`config.mk`:
```
export PLATFORM = sky130hd
export DESIGN_NAME = bg3_index_fetch
export DESIGN_NICKNAME = d
export VERILOG_FILES = /design/src/rtl/bg3_index_fetch.sv
export SDC_FILE = /design/constraint.sdc
export NUM_CORES = 1
export LEC_CHECK = 0
export ABC_AREA = 0
export CORE_ASPECT_RATIO = 2
export CORE_UTILIZATION = 30
export CTS_CLUSTER_DIAMETER = 40
export DETAILED_ROUTE_END_ITERATION = 6
export PLACE_DENSITY = 0.66
export SLEW_MARGIN = 25
export SYNTH_ARGS = -nofsm -noshare
export SYNTH_HDL_FRONTEND = slang
export SYNTH_SLANG_ARGS = --single-unit
```
`constraint.sdc`:
```
create_clock -name Clk -period 2.6 [get_ports Clk]
set_input_delay 0.52 -clock Clk [delete_from_list [all_inputs] [get_ports Clk]]
set_output_delay 0.52 -clock Clk [all_outputs]
set_load 0.02 [all_outputs]
```
`src/rtl/bg3_index_fetch.sv`:
```
// Background index fetch: scrolled pixel coordinate -> packed sprite-ROM address,
// then nibble select into a pixel-aligned 4-bit palette index with delayed sync/blank.
module bg3_index_fetch #(
    parameter int          BG_W     = 1024,
    parameter int          BG_H     = 480,
    parameter int          ADDR_W   = 18,
    parameter logic [3:0]  FILL_IDX = 4'h2
) (
    input  logic              Clk,
    input  logic              Reset_n,
    input  logic [9:0]        DrawX,
    input  logic [9:0]        DrawY,
    input  logic              blank,
    input  logic              hs,
    input  logic              vs,
    input  logic [9:0]        scroll_x,
    input  logic              scroll_we,
    output logic [ADDR_W-1:0] rom_addr,
    input  logic [7:0]        rom_data,
    output logic [3:0]        index,
    output logic              index_valid,
    output logic              hs_out,
    output logic              vs_out,
    output logic              blank_out
);

    localparam logic [10:0] BG_W_11 = 11'(BG_W);
    localparam logic [10:0] BG_H_11 = 11'(BG_H);

    // Both operands are below BG_W, so one conditional subtract keeps xs in range.
    function automatic logic [10:0] wrap_x(input logic [9:0] x, input logic [9:0] s);
        logic [10:0] sum;
        sum = {1'b0, x} + {1'b0, s};
        if (sum >= BG_W_11) begin
            sum = sum - BG_W_11;
        end
        return sum;
    endfunction

    logic [9:0]        pend_q, pend_d;
    logic              pend_flag_q, pend_flag_d;
    logic [9:0]        active_q, active_d;

    logic [ADDR_W-1:0] rom_addr_q, rom_addr_d;
    logic              xs0_p1_q, xs0_p1_d;
    logic              vld_p1_q, vld_p1_d;
    logic              hs_p1_q, hs_p1_d;
    logic              vs_p1_q, vs_p1_d;
    logic              blank_p1_q, blank_p1_d;

    logic              xs0_p2_q, xs0_p2_d;
    logic              vld_p2_q, vld_p2_d;
    logic              hs_p2_q, hs_p2_d;
    logic              vs_p2_q, vs_p2_d;
    logic              blank_p2_q, blank_p2_d;

    logic [3:0]        index_q, index_d;
    logic              index_valid_q, index_valid_d;
    logic              hs_out_q, hs_out_d;
    logic              vs_out_q, vs_out_d;
    logic              blank_out_q, blank_out_d;

    logic [10:0]       xs;
    logic              in_range;
    logic [20:0]       lin_addr;
    logic              vs_fall;
    logic              scroll_ok;

    always_comb begin
        // Scroll double-buffer: apply uses the old pending value before any same-cycle capture.
        vs_fall     = vs_p1_q & ~vs;
        scroll_ok   = scroll_we && ({1'b0, scroll_x} < BG_W_11);
        pend_d      = pend_q;
        pend_flag_d = pend_flag_q;
        active_d    = active_q;
        if (vs_fall && pend_flag_q) begin
            active_d    = pend_q;
            pend_flag_d = 1'b0;
        end
        if (scroll_ok) begin
            pend_d      = scroll_x;
            pend_flag_d = 1'b1;
        end

        // S1: address generation
        xs         = wrap_x(DrawX, active_q);
        in_range   = blank && ({1'b0, DrawY} < BG_H_11);
        lin_addr   = 21'(DrawY) * 21'(BG_W) + 21'(xs);
        rom_addr_d = in_range ? ADDR_W'(lin_addr >> 1) : rom_addr_q;
        xs0_p1_d   = xs[0];
        vld_p1_d   = in_range;
        hs_p1_d    = hs;
        vs_p1_d    = vs;
        blank_p1_d = blank;

        // S2: ROM access in flight
        xs0_p2_d   = xs0_p1_q;
        vld_p2_d   = vld_p1_q;
        hs_p2_d    = hs_p1_q;
        vs_p2_d    = vs_p1_q;
        blank_p2_d = blank_p1_q;

        // S3: nibble select
        index_d       = vld_p2_q ? (xs0_p2_q ? rom_data[7:4] : rom_data[3:0]) : FILL_IDX;
        index_valid_d = vld_p2_q;
        hs_out_d      = hs_p2_q;
        vs_out_d      = vs_p2_q;
        blank_out_d   = blank_p2_q;
    end

    always_ff @(posedge Clk or negedge Reset_n) begin
        if (!Reset_n) begin
            pend_q        <= '0;
            pend_flag_q   <= 1'b0;
            active_q      <= '0;
            rom_addr_q    <= '0;
            xs0_p1_q      <= 1'b0;
            vld_p1_q      <= 1'b0;
            hs_p1_q       <= 1'b1;
            vs_p1_q       <= 1'b1;
            blank_p1_q    <= 1'b0;
            xs0_p2_q      <= 1'b0;
            vld_p2_q      <= 1'b0;
            hs_p2_q       <= 1'b1;
            vs_p2_q       <= 1'b1;
            blank_p2_q    <= 1'b0;
            index_q       <= FILL_IDX;
            index_valid_q <= 1'b0;
            hs_out_q      <= 1'b1;
            vs_out_q      <= 1'b1;
            blank_out_q   <= 1'b0;
        end else begin
            pend_q        <= pend_d;
            pend_flag_q   <= pend_flag_d;
            active_q      <= active_d;
            rom_addr_q    <= rom_addr_d;
            xs0_p1_q      <= xs0_p1_d;
            vld_p1_q      <= vld_p1_d;
            hs_p1_q       <= hs_p1_d;
            vs_p1_q       <= vs_p1_d;
            blank_p1_q    <= blank_p1_d;
            xs0_p2_q      <= xs0_p2_d;
            vld_p2_q      <= vld_p2_d;
            hs_p2_q       <= hs_p2_d;
            vs_p2_q       <= vs_p2_d;
            blank_p2_q    <= blank_p2_d;
            index_q       <= index_d;
            index_valid_q <= index_valid_d;
            hs_out_q      <= hs_out_d;
            vs_out_q      <= vs_out_d;
            blank_out_q   <= blank_out_d;
        end
    end

    assign rom_addr    = rom_addr_q;
    assign index       = index_q;
    assign index_valid = index_valid_q;
    assign hs_out      = hs_out_q;
    assign vs_out      = vs_out_q;
    assign blank_out   = blank_out_q;

endmodule

```
==> results of run 1 <==
==> synthesized netlist by cell type <==
master	number
o32a_1	1
o31ai_2	1
inv_4	1
and3_1	4
nand2_1	29
nor2_1	5
nand2b_4	1
a21o_1	4
a41o_1	1
nor2b_1	4
fa_1	1
nand4b_1	1
o21a_1	2
o311ai_1	2
nand3_1	5
dfstp_2	7
a31oi_1	1
a21oi_1	6
ha_1	12
buf_6	1
nor3_1	1
xnor2_1	6
o21ai_0	1
o21ai_1	11
a21oi_2	1
a211oi_2	1
mux2i_1	6
buf_4	1
nand2b_1	1
xor2_1	6
dfrtp_1	50
mux2_2	20
buf_2	4
nand3b_1	1
conb_1	1
nand4_1	2
clkbuf_1	1
==> area by class of cell <==
| cell class | count | area [um^2] |
|---|---|---|
| inverter | 1 | 6.26 |
| fill | 772 | 4400 |
| multi-input combinational | 139 | 1040 |
| clock inverter | 3 | 40.0 |
| timing repair buffer | 73 | 716 |
| tap | 96 | 120 |
| sequential | 57 | 1440 |
| clock buffer | 13 | 250 |
==> kinds of logic after synthesis <==
| family | count (synthesis) | synth area share (%) |
|---|---|---|
| simple gates | 54 | 10.2 |
| xor+xnor | 12 | 4.17 |
| flops | 57 | 57.0 |
| mux | 26 | 11.3 |
| fa+ha+maj | 13 | 6.76 |
| compound gates | 32 | 8.45 |
| buf+inv | 8 | 1.94 |
| other cells | 1 | 0.149 |
==> sequential cells by signal (all words and copies together), names as in the netlist <==
register	count
vld_p1_q	1
hs_out	1
xs0_p2_q	1
hs_out_d	1
index	4
rom_addr	18
hs_p1_q	1
blank_out	1
vs_out	1
blank_out_d	1
vs_p1_q	1
xs0_p1_q	1
index_valid	1
blank_p1_q	1
active_q	10
pend_q	10
pend_flag_q	1
index_valid_d	1
vs_out_d	1
==> routing by layer <==
layer  GRT usage [%]  share of wire, %  vias to the layer above
li1                -                 -                      869
met1            13.4                36                      834
met2            24.0                57                       47
met3            3.82               5.4                        4
met4            6.03               1.3                        0
met5               0                 0                        -
==> critical path, cell delays in order <==
cell and delay (ns):
clkdlybuf4s50_1 0.40, ha_1 0.22, fa_1 0.41, a21o_1 0.22
nand4_1 0.12, a31oi_1 0.13, o21a_1 0.22, o31ai_2 0.20
==> worst paths after layout <==
path / cells after the start / end / slack (ns)
max: 8 / rom_addr[7] / 0.37
min: 1 / rom_addr[10] / 0.23
max reg2reg: 7 / rom_addr[7] / 0.61
min reg2reg: 0 / blank_out / 0.35
max in group asynchronous: 2 / pend_q[9] / 1.63
min in group Clk: 0 / blank_out / 0.35
==> power by group <==
group | internal, mW | switching [mW]
Combinational | 0.399 | 0.376
Clock | 0.762 | 0.359
Sequential | 1.05 | 0.0777
==> metrics by stage <==
stage          total power, mW  hold slack, ns  setup WS (ns)
4_1_cts                   3.08           0.254          0.400
6_report                  3.02           0.234          0.368
3_5_place_dp              1.92           0.336         0.0697
3_3_place_gp              1.90           0.333          0.118
2_1_floorplan             1.58           0.224          0.623
5_1_grt                   3.21           0.296          0.292
==> results.cfg, run 1 <==
[synth]
synth_top_area_cell = dfrtp_1
synth_seq_cells = 57
synth_cells = 203
ys_seq_area_share_pct = 57.0
synth_top_area_share_pct = 49.7
yosysWarnings = 0
synth.area.top_cells = dfrtp_1 (50%), mux2_2 (8.9%), dfstp_2 (7.3%)
synthDistinctLibCells = 37
syn_avg_cell_area_um2 = 12.4
synth_area_mm2 = 0.00252

[setup_path]
cp_data_arrival_time_ns = 2.45
crit-reg2reg-launch = active_q[0]
setup.worst_path.end_class = flip-flop
crit_path_max_fanout = 2
crit_path_start_kind = input port
startpoint = DrawX[0]
criticalPathCategory = input port to flip-flop
worstPathRequired_ns = 2.82

[final_layout]
area_growth_pct = 43.2
n_antenna_cell = 0
design_area_mm2 = 0.00360
final_util_pct = 45.1
stdcell_count = 382
final_common_cell = clkdlybuf4s50_1
mostFrequentLayoutCells = clkdlybuf4s50_1 (68), dfrtp_1 (50), nand2_1 (29)
final_nets = 338
final_layout_size_suffix_gt1_share_pct = 17.5

[grt]
grt_pass1_vias = 1883
grt_max_degree = 32
grt_pass1_wl_um = 8650
overflow = 0
grt_use_total_pct = 13.3
antenna_found_initial = 0

[die]
initial_core_util_pct = 31.5
dieArea_mm2 = 0.00878
die_x_um = 66.8
io-pin-count = 70
fp-row-count = 46
die_h_um = 132
core_mm2 = 0.00800

[timing]
final_hold_viol_count = 0
fin_tns_setup_ns = 0
drv_slew = 0
period_needed_ns = 2.23
fin_crit_sh_pct = 85.8
fmax_mhz = 448
max_slew.worst_pin.slew_ns = 0.672
finalSetupViolations = 0
max-slew-margin-rel_pct = 55.2
rsz0062_at_grt = false
skew_ns = 0.00608

[cts]
clockBufferDepth = 2
clk_pin_slew_ns = 0.05
cts_sinks = 57
cts_made_buffers = 9
cts-root-buf = clkbuf_16
cts_resized = 0
clkLatencyLatePin_ns = 0.31
tritoncts = yes
holdBufCountCts = 0
h-tree-depth = 3
cts_setup_buffers = 0

[hold_path]
hp-class = input port to asynchronous set/reset pin

[flow_run]
maxCapViolations = 0

[placed_design]
portBuffers = 69
placed_area_mm2 = 0.00331
post-place-cells = 366
dp_hpwl_um = 3940
place_congestion = 0.792

[detailed_routing]
drtIter0Drc = 47
drtPass1Iterations = 4
drc = 0
wl_um = 5050
wl_per_cell_um = 13.2
ant_nets = 0
vias = 1754
routed_via_density = 4.59

[outcome]
status = complete, no violations

[power_and_ir_drop]
peakVddDrop_mv = 0.425
p_leak_nw = 1.57
p_per_area_mw_per_mm2 = 837
(Power assumes the default switching activity.)
==> run 2, diff against run 1 <==
--- a/config.mk
+++ b/config.mk
@@ -5,11 +5,11 @@
 export SDC_FILE = /design/constraint.sdc
 export NUM_CORES = 1
 export LEC_CHECK = 0
-export ABC_AREA = 0
 export CORE_ASPECT_RATIO = 2
 export CORE_UTILIZATION = 30
 export CTS_CLUSTER_DIAMETER = 40
 export DETAILED_ROUTE_END_ITERATION = 6
+export GPL_TIMING_DRIVEN = 1
 export PLACE_DENSITY = 0.66
 export SLEW_MARGIN = 25
 export SYNTH_ARGS = -nofsm -noshare
==> results of run 2 <==
Same layout as run 1: the final DEF is identical, and so are final timing and power.
